==> config.mk <==
export PLATFORM = sky130hd
export DESIGN_NAME = ah_cam_loc_alloc
export DESIGN_NICKNAME = d
export VERILOG_FILES = /design/src/rtl/ah_cam_loc_alloc.sv
export SDC_FILE = /design/constraint.sdc
export NUM_CORES = 1
export LEC_CHECK = 0
export CAP_MARGIN = 15
export CORE_MARGIN = 2
export CORE_UTILIZATION = 55
export CTS_CLUSTER_DIAMETER = 60
export DETAILED_ROUTE_END_ITERATION = 16
export PLACE_DENSITY = 0.72
export RECOVER_POWER = 50
export SLEW_MARGIN = 0
export SYNTH_ARGS = -nofsm -noshare
export SYNTH_HDL_FRONTEND = slang
export SYNTH_SLANG_ARGS = --single-unit
==> constraint.sdc <==
create_clock -name clk -period 4.1 [get_ports clk]
set_clock_uncertainty 0.15 [all_clocks]
set_input_delay 0.82 -clock clk [delete_from_list [all_inputs] [get_ports clk]]
set_output_delay 0.82 -clock clk [all_outputs]
set_load 0.005 [all_outputs]
==> src/rtl/ah_cam_loc_alloc.sv <==
// Hands out free CAM locations: fresh fill 0..DEPTH-1, then recycles released locations in FIFO order.
// Outputs come from registered state only. A grant updates alloc_loc and used_count one cycle later. free_ready drops when the recycle FIFO is full.
module ah_cam_loc_alloc #(
  parameter int DEPTH = 50,
  parameter int PTRW  = 6
) (
  input  logic            clk,
  input  logic            rst_an,
  output logic            alloc_valid,
  input  logic            alloc_ready,
  output logic [PTRW-1:0] alloc_loc,
  input  logic            free_valid,
  output logic            free_ready,
  input  logic [PTRW-1:0] free_loc,
  output logic [PTRW:0]   used_count,
  output logic            full,
  output logic            err_free
);

  localparam logic [PTRW:0]   DEPTH_C = (PTRW+1)'(DEPTH);
  localparam logic [PTRW:0]   ONE_C   = (PTRW+1)'(1);
  localparam logic [PTRW-1:0] LAST_C  = PTRW'(DEPTH - 1);
  localparam logic [PTRW-1:0] STEP_C  = PTRW'(1);

  logic [PTRW:0]   fresh_ptr;
  logic [PTRW:0]   fifo_cnt;
  logic [PTRW-1:0] rd_ptr;
  logic [PTRW-1:0] wr_ptr;
  logic [PTRW-1:0] fifo_mem [DEPTH];

  logic fresh_phase;
  logic alloc_fire;
  logic fifo_pop;
  logic free_acc;
  logic free_legal;

  assign fresh_phase = (fresh_ptr < DEPTH_C);
  assign alloc_valid = fresh_phase | (fifo_cnt != '0);
  assign alloc_loc   = fresh_phase ? fresh_ptr[PTRW-1:0] : fifo_mem[rd_ptr];
  assign free_ready  = (fifo_cnt != DEPTH_C);
  assign full        = (used_count == DEPTH_C);

  assign alloc_fire = alloc_valid & alloc_ready;
  assign fifo_pop   = alloc_fire & ~fresh_phase;
  assign free_acc   = free_valid & free_ready;
  // A same-cycle grant makes a release from used_count == 0 legal.
  assign free_legal = free_acc & ({1'b0, free_loc} < DEPTH_C) &
                      ((used_count != '0) | alloc_fire);

  always_ff @(posedge clk or negedge rst_an) begin
    if (!rst_an) begin
      fresh_ptr  <= '0;
      rd_ptr     <= '0;
      wr_ptr     <= '0;
      fifo_cnt   <= '0;
      used_count <= '0;
      err_free   <= 1'b0;
    end else begin
      if (alloc_fire && fresh_phase)
        fresh_ptr <= fresh_ptr + ONE_C;
      if (fifo_pop)
        rd_ptr <= (rd_ptr == LAST_C) ? '0 : rd_ptr + STEP_C;
      if (free_legal)
        wr_ptr <= (wr_ptr == LAST_C) ? '0 : wr_ptr + STEP_C;

      case ({free_legal, fifo_pop})
        2'b10:   fifo_cnt <= fifo_cnt + ONE_C;
        2'b01:   fifo_cnt <= fifo_cnt - ONE_C;
        default: fifo_cnt <= fifo_cnt;
      endcase

      case ({alloc_fire, free_legal})
        2'b10:   used_count <= used_count + ONE_C;
        2'b01:   used_count <= used_count - ONE_C;
        default: used_count <= used_count;
      endcase

      if (free_acc && !free_legal)
        err_free <= 1'b1;
    end
  end

  // Storage needs no reset: only entries counted by fifo_cnt are ever read.
  always_ff @(posedge clk) begin
    if (free_legal)
      fifo_mem[wr_ptr] <= free_loc;
  end

endmodule

==> metrics <==
predominant post-synthesis flop cell edfxtp_1; Unique masters post-synth 73; CTS Root Cell clkbuf_16; Finish-stage setup viols 0; global route overflow 0; crit share post-route 96.6%; kind of end point of the critical path output pin; depth of the CTS H-tree 2; failing checks capacitance limit, slew limit; sw frac 29.9%; Power Density 632 nW/um^2; final setup TNS 0 ns; Synthesized Nets 838; most frequent cells in the layout 300 x edfxtp_1, 88 x buf_4, 67 x nor2_1; final wirelength 31,200 um; sequential share of the synthesized area 70.3%; first-pass GRT wire length 47,200 um; Final min period 3.96 ns; slew margin rel. -56.9%; area delta synth->final 17.3%; Worst Hold Depth 0; # rows 58; Worst EP arrival 2.99 ns; status finished with violations; clk slew on worst S/H paths 0.06 ns; number of synthesized flops with an enable pin 300; Layout Nets 961; crit path max fanout 7; Hold Path Class reg2reg; final core utilization 65.5%; Detailed Routing Iterations Pass 1 5; post-synth top area share 64.3%; effective utilization at floorplan 55.8%; die area 26,800 sq um; die width 164 um; share of post-route cells with drive strength above 1 26.3%; GRT Total Usage 23.9%; Final Hold Viols 0; Clk Latency, worst-skew pair 0.51 ns; combinational power share 30.9%; unrepaired setup endpoints after global routing no; filler instances 1,715; number of global-route vias before repair 7,902; VDD IR max 0.000412 V; cell count after synthesis 813; Clock Tree Buf Depth 3; CP startpoint kind flop; core box area 25,100 sq um; Chip Height 164 um; Max Clock Freq 252 MHz; largest net degree at the start of global routing 51; CTS tree yes; Post-synth ARST share 10.2%; P_leak 5.68 nW; ant diodes 0; initial antenna violation count 1; Synth Warn # 0; overall power 10.4 mW; Post-Synthesis Cell Area 14,000 sq um; post-DP HPWL 19,700 um; Reg2Reg Depth 15; IO buf count 26; Reg power frac 41.1%; GPL Wtd Cong 0.884; placed cells 1,210; most common cell after layout, fill and taps aside edfxtp_1; Avg Cell Area, Syn 17.2 sq um; clock share of power 28.0%; cts hold-fix bufs 0; Final Cell Area 16,400 sq um; Worst-Margin Slew 2.35 ns; Setup CP Type reg2out; synthesis-stage register bit count 334; area leader, netlist edfxtp_1; maxcap violations 6; Final Non-Filler Cells 1,290; Int Pwr 7.28 mW; remaining antenna violation count after routing 0; clock sink count 334; max-slew violations 306; Area contributors post-synth edfxtp_1 64%, mux4_2 9.2%, dfrtp_1 6.1%; placed cell area 15,000 sq um; routed len/inst 24.2 um; Via-to-Cell Ratio 6.11; CTS Buf Count 34; Critical Path RT 3.13 ns; Switch Pwr 3.11 mW; DR vias 7,880; Ports 27; DRT iter0 DRCs 717; DRC errors left 0
## critical path, stage by stage, from the launching register on
cell	delay, ns
dfrtp_4	0.52
buf_12	0.16
buf_4	0.13
mux4_2	0.43
a22o_1	0.28
a211oi_2	0.21
buf_4	0.15
a31oi_1	0.08
a221o_2	0.41
clkbuf_2	0.12
## power groups by stage
stage               Sequential [mW]  Combinational, mW  Clock (mW)
finish                         4.28               3.21        2.91
global placement               4.32               2.77           0
detailed placement             4.34               2.82           0
global route                   4.32               3.43        3.07
CTS                            4.28               2.99        2.95
floorplan                      4.16               2.06           0
## logic make-up after synthesis
family	Yosys count	synth area share, %
compound gates	108	5.73
xor+xnor	19	1.19
fa+ha+maj	15	1.39
buf+inv	63	2.78
flops	334	70.3
mux	100	12.4
simple gates	174	6.20
## per-layer routing
layer | GRT usage (%) | wire, um | part of all wire, %
met5 | 0 | 13 | 0.042
met4 | 8.81 | 1060 | 3.4
met2 | 38.9 | 15500 | 50
met3 | 4.34 | 2070 | 6.6
met1 | 32.5 | 12600 | 40
## final timing paths
kind / slack [ns] / from / to
min in group asynchronous: 0.47 / rst_an / used_count[4]$_DFFE_PN0P_
max reg2reg: 0.47 / used_count[0]$_DFFE_PN0P_ / used_count[5]$_DFFE_PN0P_
min: 0.28 / fresh_ptr[6]$_DFFE_PN0P_ / fresh_ptr[6]$_DFFE_PN0P_
min reg2reg: 0.28 / fresh_ptr[6]$_DFFE_PN0P_ / fresh_ptr[6]$_DFFE_PN0P_
max in group asynchronous: 1.48 / rst_an / wr_ptr[2]$_DFFE_PN0P_
max: 0.14 / rd_ptr[0]$_DFFE_PN0P_ / alloc_loc[3]
## synth_stat cells (7+ instances only)
| library cell | number |
|---|---|
| buf_6 | 7 |
| mux4_2 | 57 |
| o22ai_1 | 10 |
| o21ai_0 | 10 |
| xnor2_1 | 8 |
| nor3b_1 | 7 |
| a211oi_1 | 8 |
| nand3_1 | 14 |
| mux2_2 | 17 |
| clkbuf_1 | 18 |
| inv_1 | 14 |
| mux2i_1 | 26 |
| dfrtp_1 | 34 |
| a22oi_1 | 8 |
| a21oi_1 | 10 |
| nor2_1 | 67 |
| ha_1 | 14 |
| nor3_1 | 8 |
| xor2_1 | 11 |
| buf_2 | 10 |
| nand2_1 | 31 |
| edfxtp_1 | 300 |
| o221ai_1 | 7 |
## final cells by class
type | count | area [sq um] | share of cell area (%)
clock buffer | 43 | 906 | 5.51
clock inverter | 17 | 135 | 0.822
inverter | 16 | 61.3 | 0.373
multi-input combinational | 416 | 3870 | 23.5
sequential | 334 | 9870 | 60.0
tap | 330 | 413 | 2.51
timing repair buffer | 134 | 1190 | 7.24
## state kept, by name, indices dropped and copies added, names as in the netlist
register    cells
err_free        1
fifo_cnt        7
fifo_mem      300
fresh_ptr       7
rd_ptr          6
used_count      7
wr_ptr          6
## stage by stage
step                      hold WS, ns  worst slack [ns]
after CTS                       0.289            -0.130
final                           0.282             0.139
after floorplan                 0.306             0.369
after detailed placement        0.276           -0.0833
after global placement          0.260           -0.0305
after global routing            0.308            0.0663
## timing repair
item | 4_1_cts | 5_1_grt
setup buffers | 4 | 13
gates cloned | 1 | 3
pin swaps | 7 | 10
setup endpoints to repair | 6 | 6
resized for setup | 22 | 19
No activity file was read; power rests on OpenSTA's default activity.
